**src/rtl/msg_pkg.sv**
```systemverilog
// Shared constants and state encoding for the message composer line editor.
package msg_pkg;

   localparam logic [7:0] KEY_BS           = 8'h08;
   localparam logic [7:0] KEY_ENTER        = 8'h0D;
   localparam logic [7:0] ASCII_MIN        = 8'h20;
   localparam logic [7:0] ASCII_MAX        = 8'h7E;
   localparam logic [7:0] PAD_CHAR_DEFAULT = 8'h20;
   localparam int unsigned MSG_W           = 128;

   typedef enum logic {
      EDIT = 1'b0,
      SEND = 1'b1
   } state_e;

   function automatic logic is_printable(input logic [7:0] code);
      return (code >= ASCII_MIN) && (code <= ASCII_MAX);
   endfunction

endpackage

```
**src/rtl/message_composer_rise_detect.sv**
```systemverilog
// Rising-edge detector: one pulse per low-to-high transition of a level strobe.
module rise_detect (
   input  logic clock,
   input  logic reset,
   input  logic in,
   output logic pulse
);

   logic in_q;

   always_ff @(posedge clock) begin
      if (reset) in_q <= 1'b0;
      else       in_q <= in;
   end

   assign pulse = in & ~in_q;

endmodule

```
**src/rtl/message_composer.sv**
```systemverilog
// Line editor: builds a message from key strobes, hands it to the link on enter.
module message_composer
   import msg_pkg::*;
#(
   parameter int unsigned MAX_CHARS = 16,
   parameter logic [7:0]  PAD_CHAR  = PAD_CHAR_DEFAULT
) (
   input  logic                               clock,
   input  logic                               reset,
   input  logic                               enable,
   input  logic                               key_valid,
   input  logic [7:0]                         key_ascii,
   input  logic                               clear,
   output logic [MAX_CHARS*8-1:0]             display_data,
   output logic [MAX_CHARS*8-1:0]             msg_data,
   output logic [$clog2(MAX_CHARS+1)-1:0]     msg_len,
   output logic                               msg_valid,
   input  logic                               msg_ready,
   output logic                               overflow
);

   localparam int unsigned BUF_W = MAX_CHARS * 8;
   localparam int unsigned LEN_W = $clog2(MAX_CHARS + 1);
   localparam logic [BUF_W-1:0] PAD_FILL = {MAX_CHARS{PAD_CHAR}};

   state_e             state_q, state_d;
   logic [LEN_W-1:0]   len_q, len_d;
   logic [BUF_W-1:0]   buf_q, buf_d;
   logic [BUF_W-1:0]   msg_data_q, msg_data_d;
   logic [LEN_W-1:0]   msg_len_q, msg_len_d;
   logic               msg_valid_q, msg_valid_d;
   logic               overflow_q, overflow_d;
   logic               key_evt;

   rise_detect u_key_rise (
      .clock (clock),
      .reset (reset),
      .in    (key_valid),
      .pulse (key_evt)
   );

   always_ff @(posedge clock) begin
      if (reset) begin
         state_q     <= EDIT;
         len_q       <= '0;
         buf_q       <= PAD_FILL;
         msg_data_q  <= PAD_FILL;
         msg_len_q   <= '0;
         msg_valid_q <= 1'b0;
         overflow_q  <= 1'b0;
      end else begin
         state_q     <= state_d;
         len_q       <= len_d;
         buf_q       <= buf_d;
         msg_data_q  <= msg_data_d;
         msg_len_q   <= msg_len_d;
         msg_valid_q <= msg_valid_d;
         overflow_q  <= overflow_d;
      end
   end

   // Edit/send control; key events and clear only act while editing.
   always_comb begin
      state_d    = state_q;
      len_d      = len_q;
      buf_d      = buf_q;
      msg_data_d = msg_data_q;
      msg_len_d  = msg_len_q;
      overflow_d = 1'b0;

      unique case (state_q)
         EDIT: begin
            if (clear) begin
               buf_d = PAD_FILL;
               len_d = '0;
            end else if (enable && key_evt) begin
               if (is_printable(key_ascii)) begin
                  if (len_q < LEN_W'(MAX_CHARS)) begin
                     for (int unsigned i = 0; i < MAX_CHARS; i++) begin
                        if (LEN_W'(i) == len_q) buf_d[i*8 +: 8] = key_ascii;
                     end
                     len_d = len_q + LEN_W'(1);
                  end else begin
                     overflow_d = 1'b1;
                  end
               end else if (key_ascii == KEY_BS && len_q != '0) begin
                  for (int unsigned i = 0; i < MAX_CHARS; i++) begin
                     if (LEN_W'(i) == len_q - LEN_W'(1)) buf_d[i*8 +: 8] = PAD_CHAR;
                  end
                  len_d = len_q - LEN_W'(1);
               end else if (key_ascii == KEY_ENTER && len_q != '0) begin
                  msg_data_d = buf_q;
                  msg_len_d  = len_q;
                  state_d    = SEND;
               end
            end
         end
         SEND: begin
            if (msg_ready) begin
               buf_d   = PAD_FILL;
               len_d   = '0;
               state_d = EDIT;
            end
         end
         default: state_d = EDIT;
      endcase

      msg_valid_d = (state_d == SEND);
   end

   assign display_data = buf_q;
   assign msg_data     = msg_data_q;
   assign msg_len      = msg_len_q;
   assign msg_valid    = msg_valid_q;
   assign overflow     = overflow_q;

endmodule

```
**config.mk**
```make
export PLATFORM = sky130hd
export DESIGN_NAME = message_composer
export DESIGN_NICKNAME = d
export VERILOG_FILES = /design/src/rtl/msg_pkg.sv /design/src/rtl/message_composer_rise_detect.sv /design/src/rtl/message_composer.sv
export SDC_FILE = /design/constraint.sdc
export NUM_CORES = 1
export LEC_CHECK = 0
export BUFFER_PORTS_ARGS = -buffer_cell sky130_fd_sc_hd__clkbuf_2
export CAP_MARGIN = 20
export CORE_AREA = 2 2 153 155
export DETAILED_ROUTE_END_ITERATION = 8
export DIE_AREA = 0 0 155 157
export PLACE_DENSITY = 0.74
export SYNTH_ARGS = -nofsm -noshare
export SYNTH_HDL_FRONTEND = slang
export SYNTH_SLANG_ARGS = --single-unit
export TNS_END_PERCENT = 20
```
**constraint.sdc**
```tcl
create_clock -name clock -period 2.23 [get_ports clock]
set_input_delay 0.223 -clock clock [delete_from_list [all_inputs] [get_ports clock]]
set_output_delay 0.223 -clock clock [all_outputs]
set_load 0.01 [all_outputs]
```
==> impl_metrics.tcl <==
set metrics [dict create \
    finalSetupTns_ns 0 \
    rsz0062_at_grt "true" \
    syn_inst 1140 \
    ys_seq_area_share_pct 51.47 \
    fillers 1869 \
    layout-drive-gt1-share_pct 31.01 \
    antenna_left 0 \
    synth_flop_cell "dfxtp_1" \
    dieArea_mm2 0.02434 \
    row_count 55 \
    clkPwrFrac_pct 44.8 \
    syn_area_mm2 0.01046 \
    period_minus_slack_ns 2.159 \
    worstSkewPairLatency_ns 0.54 \
    wire_per_inst_um 17.82 \
    area_growth_pct 32.86 \
    grt_first_pass_wirelength_um 45410 \
    cp.arrival_ns 2.64 \
    diodes 0 \
    tightest_slew_ns 0.6142 \
    comb_power_share_pct 8.0 \
    drt-total-wl_um 31110 \
    placedCellCount 1678 \
    path_buf_inv 4 \
    synthesis.nets 1160 \
    total_power_mw 10.34 \
    crit_path_start "len_q[1]" \
    gp_congestion 0.8814 \
    maxSlewHeadroom_pct 58.74 \
    yosys-top-cells-count "nand2_1 (292), dfxtp_1 (269), a21oi_1 (125)" \
    antenna_found_initial 0 \
    drc 0 \
    hp-start "reset" \
    yosysTopAreaCell "dfxtp_1" \
    end_kind "flop" \
    nets 1460 \
    grt_max_degree 146 \
    ir_drop_mv 0.5442 \
    clockBufferDepth 3 \
    dp_hpwl_um 19350 \
    hold_path.class "in -> reg" \
    yosysUniqueCellTypes 50 \
    clockRootBuffer "clkbuf_16" \
    yosys-top-cells-area "dfxtp_1 (51%), mux2i_1 (11%), nand2_1 (10%), a21oi_1 (6.0%), nand2b_1 (5.8%)" \
    clkTransAtPathRegs_ns 0.06 \
    path_max_fanout 8 \
    worstSetupPathType "reg -> reg" \
    hold_ws_ns 0.01267 \
    avgViaCountPerCell 5.198 \
    die_h_um 157 \
    num_vias 9076 \
    period_share_pct 96.83 \
    status "finished clean" \
    cp.required_ns 2.71 \
    cts_tree "yes" \
    p_leak_nw 5.655 \
    cts_num_sinks 269 \
    p_sw_share_pct 23.08 \
    maxCapViolCount 0 \
    cellInternalPower_mw 7.955 \
    drt_first_iter_violations 611 \
    core_region_area_mm2 0.02250 \
    grt_usage_pct 22.93 \
    cp_cell_sequence "inv_2 > ha_4 > or4b_4 > nand4_1 > buf_4 > nor4_4 > buf_6 > clkbuf_16 > nand2_1 > a21oi_2" \
    die_x_um 155 \
    synth_edf_count 0 \
    p_sw_mw 2.387 \
    synth-seq-cells 269 \
    syn_area_per_cell_um2 9.178 \
    ios 277 \
    start_util_pct 46.49 \
    sequentialPowerShare_pct 47.2 \
    grt_pass1_vias 8469 \
    timing.rr.start "len_q[1]" \
    final_cells 1746 \
    io_buffers 276 \
    synth_top_area_share_pct 51.47 \
    clock_skew_ns 0.01136 \
    ys_warn_count 0 \
    setup_violations 0 \
    max_clock_freq_ghz 0.4631 \
    critical-path-top-delay-family "simple AND/OR/NAND/NOR gates" \
    cp_slowest_stage_delay_ns 0.37 \
    p_per_area_mw_per_mm2 744.0 \
    async_flop_share_pct 0 \
    ctsHtreeMaxLevel 1 \
    numCtsBuffers 27 \
    overflow 0 \
    hold_viol 0 \
    worstSetupStartpointType "flop" \
    worst_path_max_delay_cell "nor4_4" \
    drt-pass1-iter-count 8 \
    synth.most_common_cell "nand2_1" \
    finalMaxSlewViolations 0 \
]
==> worst paths after layout <==
| kind | to | slack [ns] | cells past startpoint |
|---|---|---|---|
| setup reg to reg | msg_data[9] | 0.07 | 10 |
| hold reg to reg | msg_data[126] | 0.45 | 2 |
| setup / recovery | msg_data[9] | 0.07 | 10 |
| hold / removal | len_q[1] | 0.01 | 2 |
==> cell type report <==
type                       count  area [µm²]  share of cell area (%)
multi-input combinational    785        4800                   34.53
clock buffer                  38       757.0                   5.446
sequential                   269        5389                   38.77
clock inverter                12       157.7                   1.134
timing repair buffer         352        2422                   17.43
inverter                       5       18.77                  0.1350
tap                          285       356.6                   2.565
==> placed cells by master (no fill, tap or decap), drive strengths merged, types with 5 or more instances in the layout <==
master and n:
ha 6, inv 6, clkinv 5, and3 8, nand3b 16, nand2b 97, nor2b 5, clkbuf 318
nor3b 17, o21ai 10, a31oi 14, nand2 292, nor3 5, dfxtp 269, mux2i 113, nor2 31
buf 70, a21oi 139
==> flip-flops by register name, indices dropped and copies added, names as in the netlist <==
register / count
msg_valid: 1
len_q: 5
u_key_rise.in_q: 1
display_data: 128
msg_len: 5
overflow: 1
msg_data: 128
==> worst register-to-register path: stages (launching register included) <==
cell       delay (ns)
dfxtp_2          0.33
inv_2            0.06
ha_4             0.15
or4b_4           0.22
nand4_1          0.13
buf_4            0.18
nor4_4           0.37
buf_6            0.25
clkbuf_16        0.21
nand2_1          0.07
a21oi_2          0.13
==> timing repair <==
| action | CTS | global route |
|---|---|---|
| hold endpoints to repair | 1 | 0 |
| pin swaps | 2 | 20 |
| gates resized for setup | 5 | 29 |
| cloned | 2 | 10 |
| setup endpoints to repair | 7 | 159 |
| hold buffers | 1 | 0 |
| buffers inserted | 2 | 3 |
==> cells by family (layout without fill, tap and decap cells) <==
group | after synthesis | in the layout | share of synthesized area, %
simple gates | 488 | 488 | 22.65
mux | 113 | 113 | 10.81
flops | 269 | 269 | 51.47
fa+ha+maj | 6 | 6 | 0.7175
compound gates | 176 | 176 | 10.39
buf+inv | 86 | 407 | 3.791
xor+xnor | 2 | 2 | 0.1675
==> metrics by stage <==
stage               cell area (µm²)  setup WS, ns  util [%]
floorplan                     10490     0.0003644         -
global placement              12570       0.05328     55.86
detailed placement            12570      -0.01560     55.86
CTS                           13590      0.009631     60.39
global route                  13900      -0.03296     61.77
finish                        13900       0.07067     61.77
==> per-layer routing <==
layer	GRT usage [%]	part of all wire, %
met1	30.70	44
met2	37.67	47
met5	0	0
met3	4.378	6.6
met4	7.011	2.5
==> power by group through the flow <==
stage	logic [mW]	clock network [mW]	registers, mW
finish	0.823	4.64	4.88
global route	0.874	4.92	4.88
CTS	0.802	4.71	4.88
detailed placement	0.761	0	4.99
global placement	0.757	0	4.99
floorplan	0.459	0	4.99
Power figures use the tool's default switching activity.
